[src/rtl/uart_rx.sv]
// Serial receiver: start bit, DATA_BITS data LSB first, optional even parity, one stop bit.
// Define UART_RX_PARITY_EN to add the parity bit and drive parity_error.
module uart_rx #(
  parameter int unsigned DATA_BITS    = 8,
  parameter int unsigned CLKS_PER_BIT = 16
) (
  input  logic                 clk,
  input  logic                 reset,
  input  logic                 incoming_data,
  output logic [DATA_BITS-1:0] data,
  output logic                 data_valid,
  output logic                 frame_error,
  output logic                 parity_error
);

  localparam int unsigned   TW        = $clog2(CLKS_PER_BIT + 1);
  localparam int unsigned   IW        = $clog2(DATA_BITS);
  localparam logic [TW-1:0] SAMPLE    = TW'((CLKS_PER_BIT - 1) / 2);
  localparam logic [TW-1:0] LAST_TICK = TW'(CLKS_PER_BIT - 1);
  localparam logic [IW-1:0] LAST_IDX  = IW'(DATA_BITS - 1);

  typedef enum logic [2:0] {
    S_IDLE,
    S_START,
    S_DATA,
`ifdef UART_RX_PARITY_EN
    S_PARITY,
`endif
    S_STOP,
    S_WAIT_IDLE
  } state_t;

  state_t               state_q, state_d;
  logic                 sync1_q, sync2_q;
  logic [TW-1:0]        tick_q, tick_d;
  logic [IW-1:0]        idx_q, idx_d;
  logic [DATA_BITS-1:0] shift_q, shift_d;
  logic [DATA_BITS-1:0] data_q, data_d;
  logic                 valid_q, valid_d;
  logic                 ferr_q, ferr_d;
`ifdef UART_RX_PARITY_EN
  logic                 perr_q, perr_d;
  logic                 bad_parity_q, bad_parity_d;
`endif

  logic line, sample, bit_end;
  assign line    = sync2_q;
  assign sample  = (tick_q == SAMPLE);
  assign bit_end = (tick_q == LAST_TICK);

  always_ff @(posedge clk or negedge reset) begin
    if (!reset) begin
      sync1_q      <= 1'b1;
      sync2_q      <= 1'b1;
      state_q      <= S_IDLE;
      tick_q       <= '0;
      idx_q        <= '0;
      shift_q      <= '0;
      data_q       <= '0;
      valid_q      <= 1'b0;
      ferr_q       <= 1'b0;
`ifdef UART_RX_PARITY_EN
      perr_q       <= 1'b0;
      bad_parity_q <= 1'b0;
`endif
    end else begin
      sync1_q      <= incoming_data;
      sync2_q      <= sync1_q;
      state_q      <= state_d;
      tick_q       <= tick_d;
      idx_q        <= idx_d;
      shift_q      <= shift_d;
      data_q       <= data_d;
      valid_q      <= valid_d;
      ferr_q       <= ferr_d;
`ifdef UART_RX_PARITY_EN
      perr_q       <= perr_d;
      bad_parity_q <= bad_parity_d;
`endif
    end
  end

  // tick_q is aligned to the bit boundary as seen after the synchroniser: the IDLE cycle
  // that first sees the low line is tick 0 of the start bit, so CLKS_PER_BIT=1 needs no gap.
  always_comb begin
    state_d      = state_q;
    tick_d       = bit_end ? '0 : tick_q + TW'(1);
    idx_d        = idx_q;
    shift_d      = shift_q;
    data_d       = data_q;
    valid_d      = 1'b0;
    ferr_d       = 1'b0;
`ifdef UART_RX_PARITY_EN
    perr_d       = 1'b0;
    bad_parity_d = bad_parity_q;
`endif
    unique case (state_q)
      S_IDLE: begin
        if (line) begin
          tick_d = '0;
        end else begin
          state_d = bit_end ? S_DATA : S_START;
          idx_d   = '0;
`ifdef UART_RX_PARITY_EN
          bad_parity_d = 1'b0;
`endif
        end
      end
      S_START: begin
        if (sample && line) begin
          state_d = S_IDLE;
          tick_d  = '0;
        end else if (bit_end) begin
          state_d = S_DATA;
        end
      end
      S_DATA: begin
        if (sample) shift_d[idx_q] = line;
        if (bit_end) begin
          if (idx_q == LAST_IDX) begin
`ifdef UART_RX_PARITY_EN
            state_d = S_PARITY;
`else
            state_d = S_STOP;
`endif
          end else begin
            idx_d = idx_q + IW'(1);
          end
        end
      end
`ifdef UART_RX_PARITY_EN
      S_PARITY: begin
        if (sample) bad_parity_d = line ^ (^shift_q);
        if (bit_end) state_d = S_STOP;
      end
`endif
      S_STOP: begin
        if (sample) begin
          tick_d = '0;
          if (!line) begin
            ferr_d  = 1'b1;
            state_d = S_WAIT_IDLE;
          end
`ifdef UART_RX_PARITY_EN
          else if (bad_parity_q) begin
            perr_d  = 1'b1;
            state_d = S_IDLE;
          end
`endif
          else begin
            data_d  = shift_q;
            valid_d = 1'b1;
            state_d = S_IDLE;
          end
        end
      end
      S_WAIT_IDLE: begin
        tick_d = '0;
        if (line) state_d = S_IDLE;
      end
      default: begin
        state_d = S_IDLE;
        tick_d  = '0;
      end
    endcase
  end

  assign data        = data_q;
  assign data_valid  = valid_q;
  assign frame_error = ferr_q;
`ifdef UART_RX_PARITY_EN
  assign parity_error = perr_q;
`else
  assign parity_error = 1'b0;
`endif

endmodule

[config.mk]
export PLATFORM = sky130hd
export DESIGN_NAME = uart_rx
export DESIGN_NICKNAME = d
export VERILOG_FILES = /design/src/rtl/uart_rx.sv
export SDC_FILE = /design/constraint.sdc
export NUM_CORES = 1
export LEC_CHECK = 0
export BUFFER_PORTS_ARGS = -buffer_cell sky130_fd_sc_hd__buf_2
export CORE_UTILIZATION = 33
export DETAILED_ROUTE_END_ITERATION = 12
export GPL_TIMING_DRIVEN = 0
export PLACE_DENSITY = 0.49
export SYNTH_ARGS = -nofsm -noshare
export SYNTH_HDL_FRONTEND = slang
export SYNTH_SLANG_ARGS = --single-unit
[constraint.sdc]
create_clock -name clk -period 3.1 [get_ports clk]
set_input_delay 0.31 -clock clk [delete_from_list [all_inputs] [get_ports clk]]
set_output_delay 0.31 -clock clk [all_outputs]
set_load 0.01 [all_outputs]
# Yosys cells after proc, flatten, opt, wreduce, memory -nomap -nowiden

Index checks and enable logic that the tools add are counted.

Flip-flop bits (word level): 31
Word-level logic and storage cells: 63
Output and inout port bits: 11

Reductions and logical operators: 8
Equality and inequality tests: 14
$lt $le $gt $ge: 2
$add $sub $neg: 2
Mux-type cells: 28

Operator list:

| cell                | count |
|---|---|
| $mux 3              | 11 |
| $mux 5              | 4 |
| $pmux 5 s4          | 1 |
| $pmux 3 s5          | 1 |
| $ne 2x2->1 const B  | 6 |
| $bwmux 8            | 1 |
| $mux 1              | 7 |
| $eq 3x2->1 const B  | 2 |
| $eq 3x3->1 const B  | 2 |
| $pmux 3 s2          | 1 |
| $reduce_and 6->1    | 1 |
| $add 5x1->5 const B | 1 |
| $eq 5x3->1 const B  | 1 |
| $eq 5x4->1 const B  | 1 |
| $lt 3x4->1 const B  | 1 |
| $reduce_and 4->1    | 1 |
| $add 3x1->3 const B | 1 |
| $demux 1 s3         | 1 |
| $eq 3x1->1 const B  | 1 |
| $ge 3x1->1 const B  | 1 |
| $logic_not 3->1     | 1 |
| $ne 3x3->1 const B  | 1 |
| $reduce_and 3->1    | 1 |
| $logic_and 1x1->1   | 2 |
| 3 further kinds     | 3 |

# Longest topological paths before layout

Gate-level depths: netlist (run 1).

Word-level depth: 5
Mapped depth: 6

# Worst setup path after synthesis (run 1)

No wires, ideal clock.

Path type: register to register
From: reg idx_q[0]
To: reg idx_q[0]
Stages on the path, launching flop included: 7
Data required time: 2.975 ns
Arrival time: 1.563 ns
Setup time: 0.125 ns
Path slack: 1.412 ns
Cells stage by stage: dfrtp_1 ha_1 ha_1 nor4b_1 and3_1 a21oi_1 mux2_2

Cells in the longest elaborated chain, start to end: 4
Elaborated cells on any way between the ends: 7
Those cells by class: 1 x add/sub; 2 x eq/ne; 3 x mux; 1 x reduce/logical

RTL lines:

| what                     | RTL line | source |
|---|---|---|
| start: declaration       | 36       | `logic [IW-1:0] idx_q, idx_d;` |
| start signal: assignment | 71       | `idx_q <= idx_d;` |
| $add 3x1->3              | 127      | `idx_d = idx_q + IW'(1);` |
| $mux 3                   | 120      | `if (idx_q == LAST_IDX) begin` |
| $mux 3                   | 119      | `if (bit_end) begin` |
| $pmux 3 s2               | 97       | `unique case (state_q)` |

Parallel ways exist; a longest one is shown, timed or not. The select of a mux whose other input is x is not followed.
A chain may end at the register's enable or synchronous reset.

# Worst setup path after layout (run 1)

Same ends and word-level chain as after synthesis.

==> reports/metrics.cfg, run 1 <==
[status]
status=finished clean

[detailed_routing]
met2WireLength_mm=1.149
top_layer=met4
routed_wl_mm=2.594
post_drt_wl_per_cell_um=13.58
ant_nets=0
viasPerCell=5.016
post-route-drc-count=0
drt_iter0_drc=37
wl_met1_mm=1.295
vias=958
first_pass_iters=4
wl_met3_um=100

[floorplan]
start_util_pct=35.21
die_y_um=68.26
die_w_um=68.26
design.core.area_um2=4115
ios=14
dieArea_um2=4659
rows=23

[setup_path]
path_delay_family=simple AND/OR/NAND/NOR gates
path_cells=ha_1 > ha_1 > nor4b_1 > and3_1 > a21oi_1 > mux2_2
cp-start-kind=flop
crit_path_top_delay_cell=dfrtp_1
r2r-end=idx_q[0]$_DFFE_PN0P_
r2r-start=idx_q[0]$_DFFE_PN0P_
crit_path_max_fanout=8
rrSetupSlack_ns=1.19
crit_type=reg2reg
endpoint_kind=flop
cp_data_required_time_ns=3.26
rr_worst_depth=6
crit_path_frequent_cell=ha_1
worst-path-buf-inv=0
cp_data_arrival_time_ns=2.07
slowest_delay_ns=0.45

[synthesis]
synth_seq_area_share_pct=53.71
postSynthAreaPerCell_um2=11.88
synthCells=122
synth_area_um2=1449
syn-num-nets=128
ys_seq_elements=31
synth_ff_type=dfrtp_1
yosysUniqueCellTypes=38
yosysWarningCount=0
async_flop_share_pct=100.0
synth_edf_count=0

[clocking]
clkTransAtPathRegs_ns=0.06
cts_tree=done
clockRootBuffer=clkbuf_8
cts_made_buffers=5
cts_num_sinks=31
clk_latency_ns=0.28
h-tree-depth=2
cts_buffer_depth=2
cts_setup_buffers=0
cts_resized=0
hold_buffers=0

[finish]
post-route-util_pct=40.32
nets=147
areaGrowthSynthToFinish_pct=14.51
n_antenna_cell=0
num-fill-cells=413
drive_gt1_share_pct=22.70

[timing]
tightest_slew_ns=0.6823
finalHoldViolations=0
finalCritPeriodShare_pct=61.47
fin_tns_setup_ns=0
rsz0062_at_grt=no
setup-violations-final=0
fmax_mhz=524.8
period_needed_ns=1.906
final_max_slew_viol_count=0
clock_skew_ns=0.003048
relSlewSlack_pct=54.52

[hold_path]
hp-class=in2async

[placement]
dp.final_hpwl_mm=1.748
port_buffers=12
globalplace.congestion=0.8032

[power]
vdd_drop_max_v=0.0002873
leakagePower_nw=0.8178
power_density_nw_per_um2=667.5

[global_routing]
grt-ovfl-total=0
grt_pass1_vias=952
antenna_found_initial=0
grt_pass1_wl_mm=4.443
grt_max_degree=32
track_usage_pct=13.52

[job]
maxCapViolations=0

-- cells in the final DEF (no fill, tap or decap), types with 5 or more instances in the layout --
master,netlist,final
dfrtp_1,29,29
mux2_1,16,16
buf_2,2,14
nor2_1,8,8
nand2_1,8,8
a21oi_1,6,6
nand3_1,6,6
clkbuf_8,0,6
clkbuf_1,5,5
-- worst register-to-register path: cells and delay by family (launching register included) --
| family | cells | cell delay (ns) |
|---|---|---|
| AOI/OAI and AO/OA | 1 | 0.10 |
| adders and majority gates | 2 | 0.43 |
| DFF | 1 | 0.45 |
| muxes | 1 | 0.29 |
| and+or+nand+nor | 2 | 0.51 |
-- layout make-up --
type                            instances  area, um2  area share (%)
Tap cell                               50      62.56           3.771
Buffer                                  8      36.28           2.187
Sequential cell                        31      778.2           46.91
Multi-Input combinational cell         82      630.6           38.01
Timing Repair Buffer                   12      60.06           3.620
Inverter                                1      3.754          0.2262
Clock inverter                          1      5.005          0.3017
Clock buffer                            6      82.58           4.977
-- power by group --
part	leakage [nW]	total, W	internal, W	switching, W
sequential	0.413	0.000491	0.000453	0.0000387
clock	0.0470	0.000318	0.000174	0.000144
combinational	0.357	0.000298	0.000125	0.000173
total	0.818	0.00111	0.000752	0.000356
-- sequential cells by signal, indices dropped and copies added (netlist names) --
| signal | cells |
|---|---|
| data | 8 |
| data_valid | 1 |
| frame_error | 1 |
| idx_q | 3 |
| line | 1 |
| shift_q | 8 |
| state_q | 3 |
| sync1_q | 1 |
| tick_q | 5 |
-- routing by layer --
metal  vias to the layer above  global-route usage (%)
met5                         -                       0
met4                         0                   8.073
met3                         5                   4.000
met2                        20                   19.61
li1                        468                       -
met1                       465                   17.56
-- cells in the mapped netlist, drive strengths merged, types with 3 or more instances --
cell	number	area share [%]
nand2b	3	1.3
mux2	18	14
clkbuf	5	1.3
o21ai	3	1.0
buf	3	1.2
nand3	6	2.1
nand2	8	2.1
ha	3	2.6
nor2	8	2.1
a21oi	6	2.1
dfrtp	29	50
-- metrics by stage --
stage               std cells  hold slack (ns)  total power [W]  instance area, um2  worst slack, ns
global route              191           0.1219         0.001179                1659            1.071
finish                    191          0.07041         0.001108                1659            1.194
global placement          184           0.3482        0.0007923                1572            1.242
floorplan                 122          0.01441        0.0007308                1449            1.412
CTS                       191           0.1002         0.001118                1659            1.165
detailed placement        184           0.3495        0.0007958                1572            1.175
-- worst max path at each step --
stage / from / endpoint / cells after the start
finish: idx_q[0]$_DFFE_PN0P_ / idx_q[0]$_DFFE_PN0P_ / 6
global route: idx_q[0]$_DFFE_PN0P_ / idx_q[0]$_DFFE_PN0P_ / 6
CTS: tick_q[3]$_DFF_PN0_ / data[1]$_DFFE_PN0P_ / 4
detailed placement: tick_q[3]$_DFF_PN0_ / data[1]$_DFFE_PN0P_ / 4
global placement: tick_q[3]$_DFF_PN0_ / data[5]$_DFFE_PN0P_ / 4
floorplan: idx_q[0]$_DFFE_PN0P_ / idx_q[0]$_DFFE_PN0P_ / 6
-- logic make-up (layout without fill, tap and decap cells) --
logic type | Yosys count | count (layout) | share of synthesized area [%]
compound gates | 16 | 16 | 6.996
xor+xnor | 1 | 1 | 0.6046
fa+ha+maj | 3 | 3 | 2.591
buf+inv | 9 | 28 | 2.763
flops | 31 | 31 | 53.71
mux | 19 | 19 | 14.68
other cells | 1 | 1 | 0.2588
simple gates | 42 | 42 | 18.39
No activity file was read; power rests on OpenSTA's default activity.
==> inputs of run 2 (changes only) <==
==> constraint.sdc (replaced) <==
create_clock -name clk -period 1.9 [get_ports clk]
set_input_delay 0.19 -clock clk [delete_from_list [all_inputs] [get_ports clk]]
set_output_delay 0.19 -clock clk [all_outputs]
set_load 0.01 [all_outputs]
==> run 2 against run 1 <==
Against the previous run:
- worst setup slack got worse by 1.1 ns
- largest cell class unchanged
- flip-flop and latch count did not move
- maximum frequency rose by 4.3%
- total power rose by 66%
- cell count rose by 1.0%
- critical path depth did not move
- register-to-register slack got worse by 1.1 ns
- clock power rose by 64%
- cell area rose by 2.5%
- sequential power rose by 64%
==> reports/metrics.cfg, run 2 (synthesized netlist as in run 1, its figures left out) <==
[detailed_routing]
drt_iter0_drc=41  ; +11%
routed_wl_mm=2.668  ; +2.9%
post-route-drc-count=0  ; unchanged
ant_nets=0  ; unchanged
post_drt_wl_per_cell_um=13.82  ; +1.8%
first_pass_iters=4  ; unchanged
viasPerCell=5.010  ; -0.11%
vias=967  ; +0.94%

[setup_path]
endpoint_kind=flop
crit_path_frequent_cell=ha_1
r2r-start=idx_q[0]$_DFFE_PN0P_
crit_path_max_fanout=8  ; unchanged
slowest_delay_ns=0.45  ; about the same
crit_type=reg2reg
cp_data_arrival_time_ns=1.99  ; -0.08 ns
cp-start-kind=flop
path_cells=ha_1 > ha_1 > nor4b_1 > and3_1 > a21oi_1 > mux2_2
crit_path_top_delay_cell=dfrtp_2
startpoint=idx_q[0]$_DFFE_PN0P_
rrSetupSlack_ns=0.07  ; -1.12 ns
cp_data_required_time_ns=2.06  ; -1.20 ns

[clocking]
clkTransAtPathRegs_ns=0.06  ; about the same
cts_num_sinks=31  ; unchanged
clk_latency_ns=0.28  ; about the same
cts_buffer_depth=2  ; unchanged
cts_made_buffers=5  ; unchanged
h-tree-depth=2  ; unchanged
cts_tree=done
clockRootBuffer=clkbuf_8

[hold_path]
worstHoldStart=incoming_data
hp-class=in2reg

[finish]
n_antenna_cell=0  ; unchanged
seq_area_um2=780.7  ; +0.32%
final_common_cell=dfrtp_1
drive_gt1_share_pct=25.17  ; +2.5 points
nets=149  ; +1.4%
num-fill-cells=411  ; -0.48%
final_cell_mix=27 x dfrtp_1, 15 x mux2_1, 14 x buf_2
areaGrowthSynthToFinish_pct=17.36
multi_input_area_um2=651.9  ; +3.4%

[timing]
fin_tns_setup_ns=0  ; unchanged
tightest_slew_ns=0.6911  ; +0.008831 ns
hold_slack_ns=0.008792  ; -0.06162 ns
period_needed_ns=1.827  ; -0.07844 ns
finalHoldViolations=0  ; unchanged
rsz0062_at_grt=yes
clock_skew_ns=0.004988  ; +0.001941 ns
relSlewSlack_pct=53.93  ; -0.59 points
fmax_mhz=547.3  ; +4.3%
setup-violations-final=0  ; unchanged
finalCritPeriodShare_pct=96.16  ; +35 points
final_max_slew_viol_count=0  ; unchanged

[global_routing]
track_usage_pct=13.66  ; +0.14 points
grt_max_degree=32  ; unchanged
use_met2_pct=19.61  ; unchanged
grt_pass1_vias=958  ; +0.63%
grt_pass1_wl_mm=4.478  ; +0.79%
antenna_found_initial=0  ; unchanged
grt_busiest_layer=met2
grt-ovfl-total=0  ; unchanged
use_met3_pct=4.000  ; unchanged
gr-usage-met1_pct=17.98  ; +0.41 points

[power]
power_w=0.001836  ; +66%
leakagePower_nw=0.8283  ; +1.3%
vdd_drop_max_v=0.0004562  ; +59%
power_density_nw_per_um2=1080  ; +62%

[floorplan]
dieArea_um2=4659  ; unchanged
die_y_um=68.26  ; unchanged
die_w_um=68.26  ; unchanged
ios=14  ; unchanged
start_util_pct=35.21  ; unchanged
rows=23  ; unchanged
design.core.area_um2=4115  ; unchanged

[placement]
port_buffers=12  ; unchanged
dp.final_hpwl_mm=1.748  ; unchanged
globalplace.congestion=0.8032  ; unchanged

[job]
maxCapViolations=0  ; unchanged

[status]
status=finished clean

run 2: cell count changes in the layout (fill, tap and decap cells not counted), sizes merged:
| cell | change |
|---|---|
| dlygate4sd3 | +1 |
| buf | +1 |
run 2: power by group:
part / internal [W] / leakage (nW) / switching [W] / total (W)
combinational: 0.000206 / 0.371 / 0.000305 / 0.000511
sequential: 0.000739 / 0.410 / 0.0000635 / 0.000803
clock: 0.000284 / 0.0470 / 0.000239 / 0.000522
run 2: final timing paths:
kind,end,cells after the start
min in group asynchronous,data_valid$_DFF_PN0_,2
max in group asynchronous,idx_q[0]$_DFFE_PN0P_,2
worst max-delay path,idx_q[0]$_DFFE_PN0P_,6
worst min-delay path,sync1_q$_DFF_PN1_,1
worst min register to register,line$_DFF_PN1_,0
worst max register to register,idx_q[0]$_DFFE_PN0P_,6
run 2: layout make-up:
cell class,instances,share of cell area [%]
inverter,1,0.2208
clock inverter,1,0.2943
buffer,8,2.134
sequential,31,45.92
clock buffer,6,4.857
tap,50,3.679
multi-input combinational,82,38.34
timing repair buffer,14,4.562
run 2: worst max-delay path, delay by kind of cell, from the launching register on:
family | cells | cell delay (ns)
compound gates | 1 | 0.07
flops | 1 | 0.45
simple gates | 2 | 0.48
fa+ha+maj | 2 | 0.41
mux | 1 | 0.29
run 2: through the flow:
| stage | worst slack [ns] | utilization (%) | instance area, um2 | cells |
|---|---|---|---|---|
| 5_1_grt | -0.006774 | 41.32 | 1700 | 193 |
| 3_5_place_dp | -0.02495 | 38.19 | 1572 | 184 |
| 6_report | 0.07290 | 41.32 | 1700 | 193 |
| 2_1_floorplan | 0.2121 | - | 1449 | 122 |
| 4_1_cts | 0.02268 | 40.95 | 1685 | 193 |
| 3_3_place_gp | 0.04189 | 38.19 | 1572 | 184 |
run 2: what timing repair did:
| action | in CTS | in global routing |
|---|---|---|
| pin swaps | 1 | 1 |
| hold buffers | 1 | 0 |
| endpoints found under the hold margin | 29 | 0 |
| endpoints found under the setup margin | 9 | 6 |
| gates resized for setup | 1 | 4 |
| setup buffers | 1 | 0 |
run 2: per-layer routing:
| layer | wire length (um) | vias up |
|---|---|---|
| li1 | - | 473 |
| met4 | 47 | 0 |
| met2 | 1139 | 18 |
| met1 | 1388 | 471 |
| met5 | 0 | - |
| met3 | 92 | 5 |
==> inputs of run 3 (changes only) <==
--- a/config.mk
+++ b/config.mk
@@ -6,6 +6,7 @@
 export NUM_CORES = 1
 export LEC_CHECK = 0
 export BUFFER_PORTS_ARGS = -buffer_cell sky130_fd_sc_hd__buf_2
+export CORE_ASPECT_RATIO = 1.25
 export CORE_UTILIZATION = 33
 export DETAILED_ROUTE_END_ITERATION = 12
 export GPL_TIMING_DRIVEN = 0
==> run 3 against run 2 <==
Against the previous run:
- cell count grew 4.1%
- clock power rose by 28%
- core utilization increased by 0.69 points
- clock-buffer cell count unchanged
- cell area rose by 2.9%
- register-to-register slack better by 0.02 ns
- critical endpoint unchanged
- sequential power hardly changed
- worst setup slack improved by 0.018 ns
- combinational power up 2%
- non-clock buffer count grew 1
- clock skew shrank 0.0029 ns
- highest routed layer unchanged
==> reports/metrics.cfg, run 3 (synthesized netlist as in run 1, its figures left out) <==
[setup_path]
path_delay_family=simple AND/OR/NAND/NOR gates
endpoint_kind=flop
crit_path_top_delay_cell=dfrtp_2
crit_path_frequent_cell=ha_1
slowest_delay_ns=0.45  ; about the same
cp-start-kind=flop
worst-path-buf-inv=0  ; unchanged
cp_data_required_time_ns=2.07  ; about the same
crit_path_max_fanout=8  ; unchanged
crit_type=reg2reg
path_cells=ha_1 > ha_1 > nor4b_1 > and3_2 > a21oi_1 > mux2_2
cp_data_arrival_time_ns=1.97  ; -0.02 ns

[placement]
port_buffers=12  ; unchanged
dpl.cell_count=190  ; +3.3%
dp.final_hpwl_mm=1.782  ; +1.9%
place_ws_ns=-0.01818  ; +0.006771 ns
globalplace.congestion=0.7880  ; -1.9%

[power]
vdd_drop_max_v=0.0006867  ; +51%
power_density_nw_per_um2=1141  ; +5.6%
leakagePower_nw=0.8460  ; +2.1%

[timing]
finalHoldViolations=0  ; unchanged
period_needed_ns=1.809  ; -0.01824 ns
tightest_slew_ns=0.6735  ; -0.01762 ns
fmax_mhz=552.8  ; +1.0%
final_max_slew_viol_count=0  ; unchanged
rsz0062_at_grt=yes
fin_tns_setup_ns=0  ; unchanged
setup-violations-final=0  ; unchanged
setup_ws_ns=0.09114  ; +0.01824 ns
clock_skew_ns=0.002045  ; -0.002944 ns
relSlewSlack_pct=55.10  ; +1.2 points
finalCritPeriodShare_pct=95.20  ; -0.96 points

[clocking]
cts_made_buffers=5  ; unchanged
h-tree-depth=2  ; unchanged
clkTransAtPathRegs_ns=0.06  ; about the same
clockRootBuffer=clkbuf_8
cts_num_sinks=31  ; unchanged
cts_tree=done
cts_buffer_depth=2  ; unchanged
clk_latency_ns=0.28  ; about the same

[finish]
final_cells=201  ; +4.1%
n_antenna_cell=0  ; unchanged
final_cell_mix=27 x dfrtp_1, 15 x mux2_1, 14 x buf_2
drive_gt1_share_pct=26.21  ; +1.0 points
final_common_cell=dfrtp_1
areaGrowthSynthToFinish_pct=20.73
nets=150  ; +0.67%

[status]
status=finished clean

[floorplan]
die_y_um=76.09  ; +11%
start_util_pct=34.80  ; -0.41 points
design.core.area_um2=4164  ; +1.2%
ios=14  ; unchanged
dieArea_um2=4661  ; about the same
rows=26  ; +13%
die_w_um=61.27  ; -10%

[detailed_routing]
vias=977  ; +1.0%
drt_iter0_drc=30  ; -27%
first_pass_iters=4  ; unchanged
ant_nets=0  ; unchanged
viasPerCell=4.861  ; -3.0%
routed_wl_mm=2.701  ; +1.2%
post-route-drc-count=0  ; unchanged
post_drt_wl_per_cell_um=13.44  ; -2.8%

[global_routing]
grt-ovfl-total=0  ; unchanged
antenna_found_initial=0  ; unchanged
grt_max_degree=32  ; unchanged
grt_pass1_vias=982  ; +2.5%
track_usage_pct=13.75  ; +0.089 points
grt_pass1_wl_mm=4.740  ; +5.9%

[job]
maxCapViolations=0  ; unchanged

[hold_path]
hp-class=reg2reg

## run 3: changes by cell type in the layout (fill, tap and decap cells not counted), sizes merged
cell and delta:
bufinv +1, dlygate4sd3 +1
## run 3: final cells by class
class | count | area, um2
Multi-Input combinational cell | 82 | 653.1
Timing Repair Buffer | 15 | 87.58
Sequential cell | 31 | 780.7
Tap cell | 56 | 70.07
Inverter | 1 | 3.754
Buffer | 8 | 36.28
Fill cell | 432 | 2415
Clock inverter | 2 | 35.03
Clock buffer | 6 | 82.58
## run 3: path summary, 6_finish.rpt
| check | end | cells after the start | slack [ns] | from |
|---|---|---|---|---|
| max in group asynchronous | idx_q[1]$_DFFE_PN0P_ | 2 | 0.93 | reset |
| worst min register to register | line$_DFF_PN1_ | 0 | 0.36 | sync1_q$_DFF_PN1_ |
| worst max register to register | idx_q[0]$_DFFE_PN0P_ | 6 | 0.09 | idx_q[0]$_DFFE_PN0P_ |
| worst min-delay path | line$_DFF_PN1_ | 0 | 0.36 | sync1_q$_DFF_PN1_ |
| worst max-delay path | idx_q[0]$_DFFE_PN0P_ | 6 | 0.09 | idx_q[0]$_DFFE_PN0P_ |
| min in group asynchronous | data[6]$_DFFE_PN0P_ | 2 | 0.50 | reset |
## run 3: worst register-to-register path, stage by stage (launching register included)
cell	delay, ns
dfrtp_2	0.45
ha_1	0.22
ha_1	0.20
nor4b_1	0.24
and3_2	0.23
a21oi_1	0.07
mux2_2	0.29
## run 3: report_power, final
part | total (W) | switching (W) | internal, W
clock | 0.000668 | 0.000244 | 0.000424
sequential | 0.000804 | 0.0000650 | 0.000739
combinational | 0.000523 | 0.000314 | 0.000209
## run 3: timing repair
| item | CTS | global route |
|---|---|---|
| endpoints found under the hold margin | 30 | 0 |
| setup buffers | 0 | 1 |
| hold buffers | 2 | 0 |
| endpoints found under the setup margin | 8 | 4 |
| resized for setup | 1 | 5 |
## run 3: through the flow
| stage | hold slack (ns) | total power, W | utilization (%) | cell area [um2] |
|---|---|---|---|---|
| after floorplan | -0.1056 | 0.001192 | - | 1449 |
| after global placement | 0.2701 | 0.001289 | 37.92 | 1579 |
| after detailed placement | 0.2738 | 0.001313 | 37.92 | 1579 |
| after CTS | 0.3567 | 0.002001 | 41.44 | 1725 |
| after global routing | 0.3648 | 0.002115 | 42.01 | 1749 |
| final | 0.3560 | 0.001995 | 42.01 | 1749 |
## run 3: metal layers
metal / GRT usage [%] / vias up / share of wire, %
li1: - / 474 / -
met1: 17.50 / 482 / 45
met2: 20.65 / 16 / 50
met3: 5.093 / 5 / 3.2
met4: 5.455 / 0 / 1.7
met5: 0 / - / 0
